$ cat src/rtl/alu_pkg.sv
// Shared encodings for the EX-stage ALU: ALUOp/funct codes, ALU control
// codes, FSM states and the control decode function.
package alu_pkg;

    localparam logic [1:0] ALUOP_RTYPE = 2'b00;
    localparam logic [1:0] ALUOP_ADD   = 2'b01;
    localparam logic [1:0] ALUOP_SUB   = 2'b10;
    localparam logic [1:0] ALUOP_RSVD  = 2'b11;

    localparam logic [5:0] FUNCT_ADD = 6'b100000;
    localparam logic [5:0] FUNCT_MUL = 6'b011000;
    localparam logic [5:0] FUNCT_SUB = 6'b100010;
    localparam logic [5:0] FUNCT_AND = 6'b100100;
    localparam logic [5:0] FUNCT_OR  = 6'b100101;
    localparam logic [5:0] FUNCT_SLT = 6'b101010;

    typedef enum logic [2:0] {
        CTRL_ADD = 3'b000,
        CTRL_MUL = 3'b001,
        CTRL_SUB = 3'b010,
        CTRL_AND = 3'b011,
        CTRL_OR  = 3'b100,
        CTRL_SLT = 3'b101
    } alu_ctrl_e;

    typedef enum logic {
        ST_IDLE = 1'b0,
        ST_MUL  = 1'b1
    } state_e;

    typedef struct packed {
        alu_ctrl_e ctrl;
        logic      illegal;
    } dec_t;

    // Reserved ALUOp falls back to ADD silently; only an unknown R-type
    // funct is reported as illegal (and still executes as ADD).
    function automatic dec_t alu_decode(input logic [1:0] aluop, input logic [5:0] funct);
        dec_t d;
        d.ctrl    = CTRL_ADD;
        d.illegal = 1'b0;
        case (aluop)
            ALUOP_SUB: d.ctrl = CTRL_SUB;
            ALUOP_RTYPE: begin
                case (funct)
                    FUNCT_ADD: d.ctrl = CTRL_ADD;
                    FUNCT_MUL: d.ctrl = CTRL_MUL;
                    FUNCT_SUB: d.ctrl = CTRL_SUB;
                    FUNCT_AND: d.ctrl = CTRL_AND;
                    FUNCT_OR:  d.ctrl = CTRL_OR;
                    FUNCT_SLT: d.ctrl = CTRL_SLT;
                    default:   d.illegal = 1'b1;
                endcase
            end
            default: d.ctrl = CTRL_ADD;
        endcase
        return d;
    endfunction

endpackage

$ cat src/rtl/alu_iter_mul.sv
// Iterative shift-add multiplier retiring MUL_BITS multiplier bits per cycle.
// Produces the low WIDTH bits of a*b after WIDTH/MUL_BITS iterations.
module alu_iter_mul
    import alu_pkg::*;
#(
    parameter int WIDTH    = 32,
    parameter int MUL_BITS = 1
) (
    input  logic             clk,
    input  logic             rst,
    input  logic             flush,
    input  logic             start,
    input  logic [WIDTH-1:0] a,
    input  logic [WIDTH-1:0] b,
    output logic             done,
    output logic [WIDTH-1:0] product
);

    localparam int N  = WIDTH / MUL_BITS;
    localparam int CW = $clog2(N + 1);

    logic [WIDTH-1:0] mcand;
    logic [WIDTH-1:0] mplier;
    logic [WIDTH-1:0] acc;
    logic [WIDTH-1:0] digit;
    logic [CW-1:0]    cnt;

    // Current multiplier digit, zero-extended so the partial product stays WIDTH wide
    always_comb begin
        digit = '0;
        digit[MUL_BITS-1:0] = mplier[MUL_BITS-1:0];
    end

    // product is the accumulator after this edge's step; on the last step it is the result
    assign product = acc + mcand * digit;
    assign done    = (cnt == CW'(1));

    // Load on start, then one shift-add step per edge until the counter empties
    always_ff @(posedge clk) begin
        if (rst || flush) begin
            cnt    <= '0;
            acc    <= '0;
            mcand  <= '0;
            mplier <= '0;
        end else if (start) begin
            cnt    <= CW'(N);
            acc    <= '0;
            mcand  <= a;
            mplier <= b;
        end else if (cnt != '0) begin
            acc    <= product;
            mcand  <= mcand << MUL_BITS;
            mplier <= mplier >> MUL_BITS;
            cnt    <= cnt - CW'(1);
        end
    end

endmodule

$ cat src/rtl/alu_exec_ctrl.sv
// EX-stage ALU control and execute: decode, single-cycle datapath, IDLE/MUL
// FSM around the iterative multiplier, and registered result outputs.
module alu_exec_ctrl
    import alu_pkg::*;
#(
    parameter int WIDTH    = 32,
    parameter int MUL_BITS = 1
) (
    input  logic             clk_i,
    input  logic             rst_i,
    input  logic             valid_i,
    output logic             ready_o,
    input  logic [1:0]       ALUOp_i,
    input  logic [5:0]       funct_i,
    input  logic [WIDTH-1:0] data1_i,
    input  logic [WIDTH-1:0] data2_i,
    input  logic             flush_i,
    output logic [2:0]       ALUCtrl_o,
    output logic [WIDTH-1:0] data_o,
    output logic             zero_o,
    output logic             valid_o,
    output logic             illegal_o,
    output logic             busy_o
);

    state_e           state;
    state_e           state_next;
    dec_t             dec;
    logic             accept;
    logic             start_mul;
    logic             mul_done;
    logic [WIDTH-1:0] result;
    logic [WIDTH-1:0] product;

    assign dec       = alu_decode(ALUOp_i, funct_i);
    assign ready_o   = (state == ST_IDLE);
    assign busy_o    = (state == ST_MUL);
    // A flush on the same edge wins over acceptance
    assign accept    = valid_i && ready_o && !flush_i;
    assign start_mul = accept && (dec.ctrl == CTRL_MUL);

    // Single-cycle datapath; MUL goes through the iterative unit instead
    always_comb begin
        result = '0;
        case (dec.ctrl)
            CTRL_ADD: result = data1_i + data2_i;
            CTRL_SUB: result = data1_i - data2_i;
            CTRL_AND: result = data1_i & data2_i;
            CTRL_OR:  result = data1_i | data2_i;
            CTRL_SLT: result = {{(WIDTH-1){1'b0}}, ($signed(data1_i) < $signed(data2_i))};
            default:  result = '0;
        endcase
    end

    alu_iter_mul #(
        .WIDTH    (WIDTH),
        .MUL_BITS (MUL_BITS)
    ) u_mul (
        .clk     (clk_i),
        .rst     (rst_i),
        .flush   (flush_i),
        .start   (start_mul),
        .a       (data1_i),
        .b       (data2_i),
        .done    (mul_done),
        .product (product)
    );

    // State register
    always_ff @(posedge clk_i) begin
        if (rst_i) state <= ST_IDLE;
        else       state <= state_next;
    end

    // Next state: enter MUL on a multiply, leave on the final step or on flush
    always_comb begin
        state_next = state;
        case (state)
            ST_IDLE: if (start_mul) state_next = ST_MUL;
            ST_MUL:  if (mul_done)  state_next = ST_IDLE;
            default: state_next = ST_IDLE;
        endcase
        if (flush_i) state_next = ST_IDLE;
    end

    // Result registers; valid_o/illegal_o are single-cycle pulses
    always_ff @(posedge clk_i) begin
        if (rst_i) begin
            ALUCtrl_o <= CTRL_ADD;
            data_o    <= '0;
            zero_o    <= 1'b1;
            valid_o   <= 1'b0;
            illegal_o <= 1'b0;
        end else begin
            valid_o   <= 1'b0;
            illegal_o <= 1'b0;
            if (accept) begin
                ALUCtrl_o <= dec.ctrl;
                if (!start_mul) begin
                    data_o    <= result;
                    zero_o    <= (result == '0);
                    valid_o   <= 1'b1;
                    illegal_o <= dec.illegal;
                end
            end else if (busy_o && mul_done && !flush_i) begin
                data_o  <= product;
                zero_o  <= (product == '0);
                valid_o <= 1'b1;
            end
        end
    end

endmodule
$ cat config.mk
export PLATFORM = sky130hd
export DESIGN_NAME = alu_exec_ctrl
export DESIGN_NICKNAME = d
export VERILOG_FILES = /design/src/rtl/alu_pkg.sv /design/src/rtl/alu_iter_mul.sv /design/src/rtl/alu_exec_ctrl.sv
export SDC_FILE = /design/constraint.sdc
export NUM_CORES = 1
export LEC_CHECK = 0
export ABC_AREA = 0
export ABC_CLOCK_PERIOD_IN_PS = 4400
export CAP_MARGIN = 0
export CORE_MARGIN = 8
export CORE_UTILIZATION = 25
export DETAILED_ROUTE_END_ITERATION = 12
export GPL_TIMING_DRIVEN = 0
export SYNTH_ARGS = -nofsm -noshare
export SYNTH_HDL_FRONTEND = slang
export SYNTH_SLANG_ARGS = --single-unit
$ cat constraint.sdc
create_clock -name clk_i -period 4.4 [get_ports clk_i]
set_input_delay 0.88 -clock clk_i [delete_from_list [all_inputs] [get_ports clk_i]]
set_output_delay 0.88 -clock clk_i [all_outputs]
set_load 0.005 [all_outputs]
* Yosys cells after proc, flatten, opt, wreduce, memory -nomap -nowiden
Index checks and enable logic that the tools add are counted.
** Storage, ports and cells
- Flip-flop bits (word level) :: 141
- Bits of input ports :: 76
- Output and inout port bits :: 40
** Cells by class
- Add/subtract/negate cells :: 4
- Multipliers :: 1
- Order comparisons :: 1
- Equal/unequal tests :: 14
- Muxes and demuxes :: 22
- Bitwise operators :: 5
- Reductions and logical operators :: 19
** Operator list (count)
- two-way mux 32 bit :: 7
- one-hot mux 32 bit (5 select lines) :: 1
- adder 32 bit :: 2
- logical NOT 32 bit :: 2
- bitwise AND 32 bit :: 1
- less-than comparator 32 bit :: 1
- multiplier 32 x 1 -> 32 bit :: 1
- bitwise OR 32 bit :: 1
- subtractor 32 bit :: 1
- equality test 6 bit, second input constant :: 5
- one-hot mux 3 bit (5 select lines) :: 1
- two-way mux 6 bit :: 2
- two-way mux 1 bit :: 9
- equality test 3 x 2 -> 1 bit, second input constant :: 2
- equality test 3 bit, second input constant :: 2
- equality test 6 x 1 -> 1 bit, second input constant :: 1
- equality test 6 x 5 -> 1 bit, second input constant :: 1
- one-hot mux 3 bit (2 select lines) :: 1
- nonzero test 6 bit :: 1
- OR reduction 6 bit :: 1
- subtractor 6 x 1 -> 6 bit, second input constant :: 1
- logical AND 1 bit :: 5
- nonzero test 2 bit :: 2
- OR reduction 2 bit :: 2
- other kinds (11) :: 13

* Logic depth before layout (Yosys ltp)
Gate-level depths: netlist (run 1).
- Depth in word-level cells :: 8
- Gate-level depth with buffers :: 16
- Depth with buffers taken out :: 15

* Hierarchy
Synthesis (run 1) repeated with hierarchy kept, for this count alone.
** Unflattened totals
- Cells, all modules :: 1997
- Area total of the unflattened synthesis :: 13807.0 um2
** By module, submodules not included
- alu_exec_ctrl :: instances 1, cells an instance 1094, area an instance 7551.0 um2, seq. area each 780.7 um2
- alu_iter_mul :: instances 1, cells an instance 903, area an instance 6256.0 um2, seq. area each 2042.0 um2

* Least setup slack after synthesis (run 1)
No wires, ideal clock.
- Kind :: input to register
- From :: in data1_i[0]
- To :: reg zero_o
- Library setup time :: 0.064 ns
- Arrival :: 3.471 ns
- Required time :: 4.336 ns
- Setup slack :: 0.865 ns
- Stages :: 13
- Cells stage by stage :: ha_1 > fa_1 > a21oi_1 > o211ai_1 > a211oi_2 > o311a_4 > o21ai_2 > xnor2_1 > a221oi_2 > nand4_1 > nor4_1 > a31oi_1 > nor2_1
** On the way
- Longest elaborated chain between the ends :: 5
- Elaborated cells between the ends (all ways) :: 9
** Ends and longest elaborated chain
- start: declaration :: line alu_exec_ctrl.sv:15 : input logic [WIDTH-1:0] data1_i,
- subtractor 32 bit (tied with other cells) :: line alu_exec_ctrl.sv:47 : CTRL_SUB: result = data1_i - data2_i;
- one-hot mux 32 bit (5 select lines) (*) :: line alu_exec_ctrl.sv:45 : case (dec.ctrl)
- logical NOT 32 bit (*) :: line alu_exec_ctrl.sv:101 : zero_o <= (result == '0);
- two-way mux 1 bit (*) :: line alu_exec_ctrl.sv:99 : if (!start_mul) begin
- two-way mux 1 bit (*) :: line alu_exec_ctrl.sv:97 : if (accept) begin
- end signal: assignment :: line alu_exec_ctrl.sv:101
- end signal: assignment :: line alu_exec_ctrl.sv:107 : zero_o <= (product == '0);
- end: declaration :: line alu_exec_ctrl.sv:20 : output logic zero_o,
Mark *: on every way between the ends. The rest lies on a longest branch, timed or not. The select of a mux whose other input is x is not followed.
A chain may end at the register's enable or synchronous reset.

* Worst setup path in the final report (run 1)
- From :: in funct_i[1]
- To :: reg zero_o
** On the way
- Longest elaborated chain between the ends :: 8
- Elaborated cells between the ends (all ways) :: 20
** Ends and longest elaborated chain
- start: declaration :: line alu_exec_ctrl.sv:14 : input logic [5:0] funct_i,
- equality test 6 bit / equality test 6 x 5 -> 1 bit (equally long branches) :: line alu_pkg.sv:45 : case (funct)
- one-hot mux 3 bit (5 select lines) (*) :: line alu_pkg.sv:45
- one-hot mux 3 bit (2 select lines) (*) :: line alu_pkg.sv:42 : case (aluop)
- equality test 3 bit (tied with other cells) :: line alu_exec_ctrl.sv:45
- one-hot mux 32 bit (5 select lines) :: line alu_exec_ctrl.sv:45
- logical NOT 32 bit :: line alu_exec_ctrl.sv:101
- two-way mux 1 bit :: line alu_exec_ctrl.sv:99
- two-way mux 1 bit :: line alu_exec_ctrl.sv:97
Marks and branches as above.

==> results of run 1 <==
==> cell families (layout without fill, tap and decap cells) <==
family,Yosys count,after routing
AOI/OAI and AO/OA,542,542
xor gates and xnor gates,45,45
adders and majority gates,147,147
buffers and inverters,225,382
DFF,141,141
muxes,11,11
other,0,2
and+or+nand+nor,772,772
==> repair_timing <==
| action | in CTS | in global routing |
|---|---|---|
| setup endpoints to repair | 14 | 14 |
| setup buffers | 4 | 9 |
| pin swaps | 6 | 11 |
| hold buffers | 0 | 0 |
| gates resized for setup | 34 | 55 |
==> power by group <==
part	internal, mW	switching (mW)
Clock	0.929	0.650
Sequential	1.33	0.0433
Combinational	0.678	2.01
Total	2.94	2.70
==> how the worst max path moves through the flow <==
stage | startpoint | to | slack (ps)
6_report | funct_i[1] | zero_o$_SDFFE_PP1P_ | 10
5_1_grt | data1_i[6] | zero_o$_SDFFE_PP1P_ | -110
4_1_cts | data2_i[3] | zero_o$_SDFFE_PP1P_ | 9
3_5_place_dp | data2_i[0] | zero_o$_SDFFE_PP1P_ | -1010
3_3_place_gp | data2_i[0] | zero_o$_SDFFE_PP1P_ | -1040
2_1_floorplan | data1_i[0] | zero_o$_SDFFE_PP1P_ | 870
==> sequential cells by signal, indices dropped and copies added (netlist names) <==
name,flops
u_mul.cnt,6
u_mul.acc,32
valid_o,1
illegal_o,1
busy_o,1
zero_o,1
data_o,32
ALUCtrl_o,3
u_mul.mplier,32
u_mul.mcand,32
==> placed cells by master (no fill, tap or decap), types with 25 or more instances in the layout <==
cell and n:
clkdlybuf4s50_1 91, o21ai_0 41, inv_1 95, nor3_1 35, a21o_1 25, dfxtp_1 141, nand3_1 41, a21oi_1 149
a311oi_1 67, nor2_1 221, and2_1 38, clkbuf_1 77, ha_1 141, xnor2_1 34, nand2_1 302, nand4_1 25
==> critical path: cells and delay by family <==
family / cells / cell delay (ps)
buffers and inverters: 3 / 1900
AOI/OAI and AO/OA: 3 / 820
and+or+nand+nor: 5 / 1140
==> final cells by class <==
type / count / area [sq um]
clock inverter: 11 / 158
tap: 696 / 871
timing repair buffer: 126 / 1250
multi-input combinational: 1517 / 10200
buffer: 124 / 544
inverter: 101 / 383
clock buffer: 20 / 457
sequential: 141 / 2820
fill: 5826 / 37100
antenna: 2 / 5.00
==> metal layers <==
layer  track usage (%)  share of wire, %
met1              26.5                44
met2              30.2                43
met3              4.00               8.6
met4              6.94               4.1
met5                 0             0.042
==> results.toml, run 1 <==
[worst_setup_path]
cp_cell_sequence = "clkdlybuf4s50_1 -> nand4bb_1 -> nand2b_1 -> buf_1 -> clkbuf_1 -> o21ai_0 -> a21oi_1 -> nand4_1 -> nor4_2 -> a31oi_1 -> nor2_1"
r2r_cells = 16
r2r_slack_ps = 130
critPathKind = "in -> reg"
max_stage_delay_ps = 670
cp.required_ps = 4780
path_max_fanout = 10
rr_endpoint = "zero_o$_SDFFE_PP1P_"
cpMaxStageDelayCell = "buf_1"
start_kind = "input port"
reg2reg_from = "u_mul.mplier[0]$_SDFFE_PP0P_"
cp.arrival_ps = 4760
cp-end-kind = "flip-flop"

[sta]
rsz0062_at_grt = "yes"
timing.final.ws_setup_ps = 12.4
setup-violations-final = 0
period_minus_slack_ps = 4390
tightest_slew_ps = 1250
slew_viol_final = 0
slew_headroom_pct = 15.8
clock_skew_ps = 14.7
min_period_over_period_pct = 99.7
fmax_ghz = 0.228
hold_viol = 0
tns_ps = 0
hold_ws_ps = 452

[finish]
fin_cells = 2738
fin_nets = 2251
area_growth_pct = 22.6
final_design_area_no_fill_sq_um = 16700
final_util_pct = 31.0
drive_gt1_share_pct = 9.02

[yosys]
synth_top_family_by_area = "compound AO/OA/AOI/OAI gates"
synth_edf_count = 0
netlist_area_sq_um = 13600
yosysTopAreaCell = "dfxtp_1"
ys_ff_latch = 141
synth_xor_area_share_pct = 2.89
yosys_warnings = 0
synthFlopType = "dfxtp_1"
synth_area_leaders = "dfxtp_1 (21%), ha_1 (13%), nand2_1 (8.3%)"
yosysMostFrequentCell = "nand2_1"
synth_common_cells = "nand2_1 (302), nor2_1 (225), a21oi_1 (149)"
synth-simple-area-share_pct = 26.0
synth_nets = 2106
yosysSeqAreaShare_pct = 20.7
yosys-mux-area-fraction_pct = 0.845
async_reset_ff_share_pct = 0
syn_inst = 1883
yosysTopAreaCellShare_pct = 20.7
syn_area_per_cell_sq_um = 7.24
synth-adder-area-share_pct = 13.7
synth-compound-area-share_pct = 29.2
yosysUniqueCellTypes = 99

[placed_design]
place.gp.congestion = 0.997
port_buffers = 113
dp_hpwl_microns = 52000
placed_cells = 2692
place_ws_ps = -1010
placed_cell_area_sq_um = 15600

[floorplanning]
initial_core_util_pct = 25.3
dieArea_sq_um = 62200
die_x_microns = 249
rows = 85
num_io_pins = 116
coreArea_sq_um = 53800
die_h_microns = 249

[global_route]
grt_max_degree = 17
grt_pass1_wl_microns = 93300
grt_pass1_vias = 14400
antenna_found_initial = 3
grt.overflow.total = 0
grt_usage_pct = 19.5

[flow_run]
cap_violations = 0

[clocking]
path_clk_slew_ps = 70
clock_latency_ps = 450
cts_tree = "done"
cts_buffers = 17
cts_root_buf = "clkbuf_16"
htreeDepth = 4
clockBufferDepth = 2
cts_sinks = 141

[hold_path]
hold_class = "reg -> reg"
holdPathEnd = "data_o[17]$_SDFFE_PP0P_"
min_from = "data_o[17]$_SDFFE_PP0P_"
worst_hold_path.num_cells = 2

[routing]
ant_nets = 0
wirelength_microns = 63800
drt_first_pass_iters = 6
drc_errors = 0
wl_per_cell_microns = 23.3
via_per_inst = 5.55
vias = 15200
drtIter0Drc = 1607

[status]
status = "completed"

[power]
powerDensity_nw_per_um2 = 338
p_leak_nw = 6.55
total_power_mw = 5.64
peakVddDrop_mv = 0.274
(Power assumes the default switching activity.)
==> run 2: changes to the inputs <==
CORE_UTILIZATION = 30   (was 25)
HOLD_SLACK_MARGIN = 0.05   (was unset)
==> results.toml, run 2 (synthesized netlist as in run 1, its figures left out) <==
[placed_design]
placed_cell_area_sq_um = 15500
placed_cells = 2596
dp_hpwl_microns = 50300
port_buffers = 113
place.gp.congestion = 0.971

[routing]
drc_errors = 0
vias = 15200
via_per_inst = 5.78
drtIter0Drc = 1652
wirelength_microns = 62700
wl_per_cell_microns = 23.8
drt_first_pass_iters = 6
ant_nets = 0

[global_route]
grt_max_degree = 17
grt_pass1_vias = 14400
grt.overflow.total = 0
grt_usage_pct = 22.8
grt_pass1_wl_microns = 92700
antenna_found_initial = 1

[sta]
timing.final.ws_setup_ps = -88.1
slew_viol_final = 0
period_minus_slack_ps = 4490
rsz0062_at_grt = "yes"
fmax_ghz = 0.223
hold_ws_ps = 456
tightest_slew_ps = 935
slew_headroom_pct = 37.6
setup-violations-final = 1
min_period_over_period_pct = 102
clock_skew_ps = 17.2
hold_viol = 0

[floorplanning]
initial_core_util_pct = 30.2
dieArea_sq_um = 52500
die_h_microns = 229
die_x_microns = 229
num_io_pins = 116
coreArea_sq_um = 45100
rows = 78

[power]
p_leak_nw = 6.49
total_power_mw = 5.68
powerDensity_nw_per_um2 = 344
peakVddDrop_mv = 0.232

[finish]
final_util_pct = 36.6
area_growth_pct = 21.2
diodes = 0
fin_nets = 2248
layout_common_cells = "nand2_1 (301), nor2_1 (222), a21oi_1 (146)"
drive_gt1_share_pct = 8.93
final_common_cell = "nand2_1"
final_design_area_no_fill_sq_um = 16500
fin_cells = 2638
fillCellCount = 4804

[clocking]
cts_sinks = 141
clock_latency_ps = 460
cts_tree = "done"
cts_buffers = 17
path_clk_slew_ps = 60
clockBufferDepth = 2
cts_root_buf = "clkbuf_16"
htreeDepth = 4

[flow_run]
cap_violations = 0

[status]
violations = "setup timing"
status = "finished with violations"

[worst_setup_path]
start_kind = "input port"
path_max_fanout = 10
cp.required_ps = 4790
cp-end-kind = "flip-flop"
cp.arrival_ps = 4880
critPathKind = "in -> reg"

[hold_path]
hold_class = "reg -> reg"
[run 2: cell count changes in the layout (fill, tap and decap cells not counted), moves of 3 or more]
cell             change
clkdlybuf4s50_1      -3
clkbuf_1             +3
dlygate4sd2_1        +7
a21oi_1              -3
a21oi_2              +3
dlymetal6s2s_1       -4
[run 2: where the power goes]
group / internal, mW / leakage, nW / switching [mW]
combinational: 0.667 / 5.06 / 2.04
sequential: 1.33 / 1.14 / 0.0456
clock: 0.930 / 0.295 / 0.664
total: 2.93 / 6.49 / 2.75
[run 2: area by class of cell]
class                           count  area (sq um)  area share, %
Timing Repair Buffer              123          1200           7.25
Multi-Input combinational cell   1517         10200           61.9
Tap cell                          600           751           4.55
Buffer                            124           534           3.24
Clock inverter                     11           154          0.932
Sequential cell                   141          2820           17.1
Clock buffer                       21           460           2.79
Inverter                          101           379           2.30
[run 2: worst paths after layout]
path / start / end / slack, ps / depth (start not counted)
hold reg to reg: data_o[1]$_SDFFE_PP0P_ / data_o[1]$_SDFFE_PP0P_ / 460 / 2
hold / removal: data_o[1]$_SDFFE_PP0P_ / data_o[1]$_SDFFE_PP0P_ / 460 / 2
setup reg to reg: u_mul.mplier[0]$_SDFFE_PP0P_ / zero_o$_SDFFE_PP1P_ / 100 / 16
setup / recovery: funct_i[1] / zero_o$_SDFFE_PP1P_ / -90 / 11
[run 2: per-layer routing]
layer	vias up	part of all wire (%)	wire length [microns]	track usage, %
met1	7330	46	28500	31.4
met5	-	0	0	0
li1	7063	-	-	-
met4	0	3.9	2440	8.85
met2	724	43	26900	34.9
met3	121	7.7	4810	4.10
[run 2: timing repair]
action / 4_1_cts / 5_1_grt
buffers inserted: 6 / 4
pin swaps: 6 / 7
setup endpoints to repair: 12 / 9
gates resized for setup: 39 / 52
hold buffers: 0 / 0
endpoints found under the hold margin: 0 / 0
[run 2: metrics by stage]
step / worst slack, ps / setup TNS (ps)
2_1_floorplan: 865 / 0
3_3_place_gp: -963 / -11590
3_5_place_dp: -949 / -12070
4_1_cts: 6.41 / 0
5_1_grt: -109 / -109
6_report: -88.1 / -88.1
[run 2: critical path, stage by stage]
cell,delay [ps]
clkdlybuf4s50_1,600
nand4bb_1,220
nand2b_1,320
clkbuf_1,720
clkbuf_1,770
o21ai_0,240
a21oi_1,450
nand4_1,170
nor4_1,210
a31oi_1,160
nor2_1,120
